===== src/rtl/lab3_cache_arb_pkg.sv =====
// Shared types for the cache-complex memory arbiter: 4-byte memory messages,
// default sizing, and a helper that sizes port-id fields.
package lab3_cache_arb_pkg;

    localparam int DEFAULT_NUM_PORTS       = 2;
    localparam int DEFAULT_MAX_OUTSTANDING = 4;

    typedef enum logic [2:0] {
        MEM_READ  = 3'd0,
        MEM_WRITE = 3'd1,
        MEM_INIT  = 3'd2
    } mem_type_t;

    typedef struct packed {
        mem_type_t   typ;
        logic [7:0]  opaque;
        logic [31:0] addr;
        logic [1:0]  len;
        logic [31:0] data;
    } mem_req_4B_t;

    typedef struct packed {
        mem_type_t   typ;
        logic [7:0]  opaque;
        logic [1:0]  test;
        logic [1:0]  len;
        logic [31:0] data;
    } mem_resp_4B_t;

    // Port-id field width; a single bit minimum keeps degenerate sizes legal.
    function automatic int id_width(input int n);
        return (n > 1) ? $clog2(n) : 1;
    endfunction

endpackage


===== src/rtl/lab3_cache_arb_route_queue.sv =====
// Circular FIFO of port ids recording which port owns each in-flight memory request.
// Head is visible combinationally; enqueue is dropped when full, dequeue ignored when empty.
module lab3_cache_arb_route_queue #(
    parameter int DEPTH = 4,
    parameter int ID_W  = 1
) (
    input  logic            clk_i,
    input  logic            reset_i,
    input  logic            enq_val_i,
    input  logic [ID_W-1:0] enq_id_i,
    input  logic            deq_i,
    output logic [ID_W-1:0] head_id_o,
    output logic            full_o,
    output logic            empty_o
);

    localparam int PTR_W = (DEPTH > 1) ? $clog2(DEPTH) : 1;
    localparam int CNT_W = $clog2(DEPTH + 1);

    logic [ID_W-1:0]  entry_q [DEPTH];
    logic [PTR_W-1:0] wr_ptr_q, wr_ptr_d;
    logic [PTR_W-1:0] rd_ptr_q, rd_ptr_d;
    logic [CNT_W-1:0] count_q, count_d;
    logic             do_enq, do_deq;

    function automatic logic [PTR_W-1:0] ptr_inc(input logic [PTR_W-1:0] p);
        return (p == PTR_W'(DEPTH - 1)) ? '0 : p + PTR_W'(1);
    endfunction

    assign full_o    = (count_q == CNT_W'(DEPTH));
    assign empty_o   = (count_q == '0);
    assign do_enq    = enq_val_i && !full_o;
    assign do_deq    = deq_i && !empty_o;
    assign head_id_o = entry_q[rd_ptr_q];

    always_comb begin
        wr_ptr_d = do_enq ? ptr_inc(wr_ptr_q) : wr_ptr_q;
        rd_ptr_d = do_deq ? ptr_inc(rd_ptr_q) : rd_ptr_q;
        count_d  = count_q;
        case ({do_enq, do_deq})
            2'b10:   count_d = count_q + CNT_W'(1);
            2'b01:   count_d = count_q - CNT_W'(1);
            default: count_d = count_q;
        endcase
    end

    always_ff @(posedge clk_i or negedge reset_i) begin
        if (!reset_i) begin
            wr_ptr_q <= '0;
            rd_ptr_q <= '0;
            count_q  <= '0;
        end else begin
            wr_ptr_q <= wr_ptr_d;
            rd_ptr_q <= rd_ptr_d;
            count_q  <= count_d;
        end
    end

    // Payload needs no reset: it is never observed while the queue is empty.
    always_ff @(posedge clk_i) begin
        if (do_enq) begin
            entry_q[wr_ptr_q] <= enq_id_i;
        end
    end

endmodule


===== src/rtl/lab3_cache_mem_arbiter.sv =====
// Round-robin merge of cache request streams onto one memory port, in-order response return,
// and sticky flush_done aggregation; zero added latency, stalls when the route queue is full.
module lab3_cache_mem_arbiter
    import lab3_cache_arb_pkg::*;
#(
    parameter int NUM_PORTS       = DEFAULT_NUM_PORTS,
    parameter int MAX_OUTSTANDING = DEFAULT_MAX_OUTSTANDING
) (
    input  logic                 clk_i,
    input  logic                 reset_i,
    input  logic [NUM_PORTS-1:0] cache_req_val_i,
    output logic [NUM_PORTS-1:0] cache_req_rdy_o,
    input  mem_req_4B_t          cache_req_msg_i [NUM_PORTS],
    output logic [NUM_PORTS-1:0] cache_resp_val_o,
    input  logic [NUM_PORTS-1:0] cache_resp_rdy_i,
    output mem_resp_4B_t         cache_resp_msg_o [NUM_PORTS],
    output logic                 mem_req_val_o,
    input  logic                 mem_req_rdy_i,
    output mem_req_4B_t          mem_req_msg_o,
    input  logic                 mem_resp_val_i,
    output logic                 mem_resp_rdy_o,
    input  mem_resp_4B_t         mem_resp_msg_i,
    input  logic                 flush_i,
    input  logic [NUM_PORTS-1:0] flush_done_in_i,
    output logic                 flush_done_o
);

    localparam int ID_W = id_width(NUM_PORTS);
    typedef logic [ID_W-1:0] port_id_t;

    port_id_t             rr_ptr_q, rr_ptr_d;
    port_id_t             grant_id, cand, head_id;
    logic                 found;
    logic                 full, empty;
    logic                 in_reset;
    logic                 req_fire, resp_fire;
    logic [NUM_PORTS-1:0] done_q, done_d;

    function automatic port_id_t next_id(input port_id_t id);
        return (id == port_id_t'(NUM_PORTS - 1)) ? '0 : id + port_id_t'(1);
    endfunction

    // Outputs are forced idle for the whole time reset is held, not just after the edge.
    assign in_reset = !reset_i;

    always_comb begin
        grant_id = rr_ptr_q;
        found    = 1'b0;
        cand     = rr_ptr_q;
        for (int k = 0; k < NUM_PORTS; k++) begin
            if (!found && cache_req_val_i[cand]) begin
                grant_id = cand;
                found    = 1'b1;
            end
            cand = next_id(cand);
        end
    end

    assign mem_req_val_o = (|cache_req_val_i) && !full && !in_reset;
    assign mem_req_msg_o = cache_req_msg_i[grant_id];
    assign req_fire      = mem_req_val_o && mem_req_rdy_i;
    assign rr_ptr_d      = req_fire ? next_id(grant_id) : rr_ptr_q;

    always_comb begin
        cache_req_rdy_o  = '0;
        cache_resp_val_o = '0;
        for (int i = 0; i < NUM_PORTS; i++) begin
            cache_req_rdy_o[i]  = (port_id_t'(i) == grant_id) && mem_req_rdy_i && !full && !in_reset;
            cache_resp_val_o[i] = mem_resp_val_i && !empty && (port_id_t'(i) == head_id);
            cache_resp_msg_o[i] = mem_resp_msg_i;
        end
    end

    assign mem_resp_rdy_o = !empty && cache_resp_rdy_i[head_id];
    assign resp_fire      = mem_resp_val_i && mem_resp_rdy_o;

    lab3_cache_arb_route_queue #(
        .DEPTH (MAX_OUTSTANDING),
        .ID_W  (ID_W)
    ) u_route_queue (
        .clk_i     (clk_i),
        .reset_i   (reset_i),
        .enq_val_i (req_fire),
        .enq_id_i  (grant_id),
        .deq_i     (resp_fire),
        .head_id_o (head_id),
        .full_o    (full),
        .empty_o   (empty)
    );

    // Caches keep writing back through the arbiter while flush is high.
    assign done_d       = flush_i ? (done_q | flush_done_in_i) : '0;
    assign flush_done_o = flush_i && (&done_q);

    always_ff @(posedge clk_i or negedge reset_i) begin
        if (!reset_i) begin
            rr_ptr_q <= '0;
            done_q   <= '0;
        end else begin
            rr_ptr_q <= rr_ptr_d;
            done_q   <= done_d;
        end
    end

endmodule


===== config.mk =====
export PLATFORM = sky130hd
export DESIGN_NAME = lab3_cache_mem_arbiter
export DESIGN_NICKNAME = d
export VERILOG_FILES = /design/src/rtl/lab3_cache_arb_pkg.sv /design/src/rtl/lab3_cache_arb_route_queue.sv /design/src/rtl/lab3_cache_mem_arbiter.sv
export SDC_FILE = /design/constraint.sdc
export NUM_CORES = 1
export LEC_CHECK = 0
export ABC_AREA = 1
export CAP_MARGIN = 20
export CORE_AREA = 2 2 152 154
export CTS_CLUSTER_DIAMETER = 120
export DETAILED_ROUTE_END_ITERATION = 16
export DIE_AREA = 0 0 154 156
export GPL_ROUTABILITY_DRIVEN = 0
export GPL_TIMING_DRIVEN = 0
export PLACE_DENSITY = 0.51
export SETUP_SLACK_MARGIN = 0.15
export SLEW_MARGIN = 20
export SYNTH_ARGS = -nofsm -noshare
export SYNTH_HDL_FRONTEND = slang
export SYNTH_HIERARCHICAL = 1
export SYNTH_SLANG_ARGS = --single-unit

===== constraint.sdc =====
create_clock -name clk_i -period 4.7 [get_ports clk_i]
set_input_delay 1.175 -clock clk_i [delete_from_list [all_inputs] [get_ports clk_i]]
set_output_delay 1.175 -clock clk_i [all_outputs]
set_load 0.02 [all_outputs]

* Yosys cells after proc, flatten, opt, wreduce, memory -nomap -nowiden
Memory sizes are Yosys's and may differ from the RTL's. Index checks and enable logic that the tools add are counted. Widths: inputs -> output; s select.
Storage, ports and cells: register bits 10, bits in writable memories 4, input port bits 212, output and inout bits 178, memories 1
Cells by class: add/subtract/negate cells 6, $lt $le $gt $ge 4, eq/ne operators 5, multiplexer cells 19, bitwise gates (word level) 4, reductions and logical operators 25
Memories:
- u_route_queue.entry_q | depth 4, width 1, rd ports 1, clocked after memory_dff 0, wr ports 1, RTL line lab3_cache_arb_route_queue.sv:20 | logic [ID_W-1:0] entry_q [DEPTH];
Operator list (number):
- $mux 77 | 3
- $logic_and 1x1->1 | 18
- $mux 1 | 12
- $eq 2x2->1 const B | 3
- $lt 1x2->1 const B | 3
- $mux 2 | 3
- $pmux 3 s2 | 1
- $add 2x1->2 const B | 2
- $add 3x1->3 const B | 1
- $eq 3x3->1 const B | 1
- $logic_not 1->1 | 3
- $logic_not 3->1 | 1
- $sub 3x1->3 const B | 1
- $add 1x1->1 const B | 2
- $eq 2x1->1 const B | 1
- $ge 2x2->1 const B | 1
- $not 1->1 | 2
- $not 1->2 | 1
- $or 2x2->2 | 1
- $reduce_and 2->1 | 1
- $reduce_bool 2->1 | 1
- $reduce_or 2->1 | 1

* Logic depth before layout (Yosys ltp)
depth in word-level cells 10, gate-level depth with buffers 17, gate-level depth less buffers 17

* Modules after synthesis
The synthesis kept the hierarchy.
By module, submodules not included:
- lab3_cache_mem_arbiter | times used 1, cells an instance 388, area an instance 2037.0 um^2, sequential area each 75.1 um^2
- lab3_cache_arb_route_queue | times used 1, cells an instance 72, area an instance 635.6 um^2, sequential area each 295.3 um^2

* Worst setup path after synthesis
Ideal clock, no wire load.
path kind input to output, from input port cache_req_val_i[1], to output port cache_req_rdy_o[0], arrival time 1928 ps, required time 3525 ps, setup slack 1597 ps, cell stages on the path 6, buffers on the path 1, cell sequence nor2_1 inv_2 nand2_2 buf_6 inv_1 nor2_1
On the way: cells in the longest elaborated chain, start to end 10, elaborated cells on any way between the ends 12, those cells by class mux: 6; bitwise: 1; reduce/logical: 5
RTL lines:
- start, declared | RTL line lab3_cache_mem_arbiter.sv:11 | input logic [NUM_PORTS-1:0] cache_req_val_i,
- $mux 1 (implied by the code) (2 in series) | RTL line lab3_cache_mem_arbiter.sv:51 | if (!found && cache_req_val_i[cand]) begin
- $mux 1 | RTL line lab3_cache_mem_arbiter.sv:51
- $logic_not 1->1 | RTL line lab3_cache_mem_arbiter.sv:51
- $logic_and 1x1->1 (*) | RTL line lab3_cache_mem_arbiter.sv:51
- $mux 1 (*) | RTL line lab3_cache_mem_arbiter.sv:51
- via grant_id | RTL line lab3_cache_mem_arbiter.sv:32 | port_id_t grant_id, cand, head_id;
- $not 1->1 (*) | RTL line lab3_cache_mem_arbiter.sv:68 | cache_req_rdy_o[i] = (port_id_t'(i) == grant_id) && mem_req_rdy_i && !full && !in_reset;
- $logic_and 1x1->1 (*) (3 in series) | RTL line lab3_cache_mem_arbiter.sv:68
- end, declared | RTL line lab3_cache_mem_arbiter.sv:12 | output logic [NUM_PORTS-1:0] cache_req_rdy_o,
The timed path passes the listed nets; every way through them passes the cells marked *. The select of a mux whose other input is x is not followed.

==> reports/metrics.yaml <==
status: "finished clean"
powerDensity_nw_per_um2: 279.4
rsz0062_at_grt: "yes"
switching_share_pct: 46.94
synth_edf_count: 4
grt_pass1_wl_mm: 21.60
synthAdderAreaFrac_pct: 3.558
cts_max_level: 1
whs_path_depth: 1
synth_top_area_share_pct: 27.81
cts_buffer_depth: 2
clkPwrFrac_pct: 9.0
drt.antenna.violating_nets: 0
finalHoldViolations: 0
synth.mux.area_fraction_pct: 0
nets: 1026
postSynthAreaPerCell_sq_um: 5.810
leakagePower_nw: 3.088
dp_hpwl_mm: 13.03
tritoncts: "yes"
cts.sinks: 14
synthCells: 460
ctsHoldBuffers: 0
yosys.area.top_type: "buf_4"
power.internal_w: 0.0009716
gr-usage-all-layers_pct: 11.48
ioPinCount: 390
maxCapViolCount: 0
synthTopCellsByArea: "buf_4 (28%), nand2_1 (25%), nand3_1 (16%)"
skew_ns: 0.003234
combinationalPowerShare_pct: 80.0
r2r_cells: 15
yosys_warnings: 6
synth_xor_area_share_pct: 0.3277
peakVddDrop_mv: 0.1055
max_freq_mhz: 225.7
cts_setup_buffers: 0
initial_utilization_pct: 11.95
coreArea_sq_um: 22370
totalPowerFinal_w: 0.001831
setup_viol: 0
synth_top_flop_cell: "dfrtp_1"
synth_most_common_cell: "nand2_1"
layout_min_cycle_time_ns: 4.430
cts.reportedPaths.clkPinSlew_ns: 0.05
setup_tns_ns: 0
vias_per_cell: 3.569
num_vias: 3897
grt_max_degree: 12
cp_data_arrival_time_ns: 3.26
synth_top_cells_by_count: "nand2_1 (177), buf_4 (99), nand3_1 (83)"
drt_first_pass_iters: 4
ys_async_sr_fraction_pct: 71.43
crit_required_ns: 3.52
drive_above_1_share_pct: 15.88
end_kind: "output pin"
drtIter0Drc: 121
die_y_um: 156
port_buffers: 342
drt-total-wl_mm: 15.13
worstMarginPinSlew_ns: 0.5124
clockRootBuffer: "clkbuf_16"
yosysSeqAreaShare_pct: 13.86
report.final.slew_viol_count: 0
netlist_area_sq_um: 2673
hold_path.class: "flop to flop"
synth_top_family_by_area: "simple AND/OR/NAND/NOR gates"
fill_cells: 2476
p_sw_w: 0.0008597
grt_pass1_vias: 3844
synth-seq-cells: 14
area_growth_pct: 145.3
synthSimpleGateAreaFrac_pct: 45.88
drc: 0
clock_latency_ns: 0.25
slew_headroom_pct: 65.78
overflow: 0
wire_per_inst_um: 13.85
synth_nets: 679
synth_cell_types: 24
design.die.area_sq_um: 24020
rows: 55
die_w_um: 154
cts.repair.resized: 2
period_share_pct: 94.26
critPathLaunchType: "input pin"
critPathKind: "input pin to output pin"
power_frac_seq_pct: 11.0
antenna_found_initial: 1
synth_compound_area_share_pct: 0.9363
worstPathMaxFanout: 10
cts_buffers: 3
==> per-layer routing <==
metal	vias up	part of all wire [%]	global-route usage, %
met4	0	0.87	1.958
met2	174	51	21.14
met3	6	6.8	2.139
met5	-	0	0
met1	1684	41	14.03
li1	2033	-	-
==> path summary, 6_finish.rpt <==
path                                      startpoint                   endpoint  slack [ns]
max reg2reg                u_route_queue/rd_ptr_q[0]   u_route_queue/count_q[2]        2.17
min                         u_route_queue/count_q[0]   u_route_queue/count_q[0]        0.49
max                               cache_req_val_i[1]          mem_req_msg_o[39]        0.27
min reg2reg                 u_route_queue/count_q[0]   u_route_queue/count_q[0]        0.49
max in group asynchronous                    reset_i  u_route_queue/rd_ptr_q[1]        3.47
min in group asynchronous                    reset_i  u_route_queue/wr_ptr_q[0]        0.88
==> area by class of cell <==
| class | instances | area (sq um) | share of cell area (%) |
|---|---|---|---|
| Inverter | 27 | 101.3 | 1.546 |
| Antenna cell | 1 | 2.502 | 0.03818 |
| Tap cell | 285 | 356.6 | 5.440 |
| Sequential cell | 14 | 370.4 | 5.650 |
| Timing Repair Buffer | 342 | 3426 | 52.26 |
| Clock inverter | 1 | 3.754 | 0.05726 |
| Multi-Input combinational cell | 301 | 1365 | 20.82 |
| Clock buffer | 3 | 75.07 | 1.145 |
| Buffer | 118 | 854.6 | 13.04 |
==> kinds of logic (layout without fill, tap and decap cells) <==
| group | Yosys count | after routing |
|---|---|---|
| simple gates | 289 | 289 |
| buf+inv | 145 | 491 |
| flops | 14 | 14 |
| fa+ha+maj | 7 | 7 |
| compound gates | 4 | 4 |
| xor+xnor | 1 | 1 |
| other cells | 0 | 1 |
==> stage by stage <==
stage / std cells / hold WS [ns] / util (%) / setup slack [ns] / instance area, sq um
2_1_floorplan: 460 / 0.4594 / - / 1.597 / 2673
3_3_place_gp: 1087 / 0.4821 / 28.85 / 0.1018 / 6452
3_5_place_dp: 1087 / 0.4865 / 28.85 / 0.07348 / 6452
4_1_cts: 1091 / 0.4963 / 29.23 / 0.1673 / 6538
5_1_grt: 1092 / 0.5305 / 29.31 / 0.1375 / 6555
6_report: 1092 / 0.4919 / 29.31 / 0.2700 / 6555
==> cell usage in the layout (no fill, tap or decap), types with 3 or more instances in the layout <==
cell type,instances
nand3_1,83
edfxtp_1,4
buf_6,3
nand2_4,3
ha_1,6
buf_4,98
nor3_1,4
dfrtp_1,10
nor2_1,17
inv_1,23
clkbuf_16,3
clkdlybuf4s50_1,341
inv_2,4
buf_2,12
nand2_1,177
==> power by group through the flow <==
stage / sequential [W] / combinational [W] / clock, W
after detailed placement: 0.000204 / 0.00148 / 0
after CTS: 0.000202 / 0.00149 / 0.000170
final: 0.000201 / 0.00147 / 0.000165
after global routing: 0.000209 / 0.00160 / 0.000175
after floorplan: 0.000196 / 0.000778 / 0
after global placement: 0.000202 / 0.00148 / 0
==> sequential cells by signal, summed over array words and instances (netlist names) <==
register                count
done_q                      2
u_route_queue/rd_ptr_q      2
u_route_queue/count_q       3
u_route_queue/wr_ptr_q      2
rr_ptr_q                    1
u_route_queue/entry_q       4
==> critical path: stages <==
cell             delay [ns]
clkdlybuf4s50_1        0.51
nand2_1                0.11
nand2_4                0.15
buf_4                  0.22
buf_4                  0.20
nand3_1                0.17
nand2_1                0.11
clkdlybuf4s50_1        0.60
No activity file was read; power rests on OpenSTA's default activity.
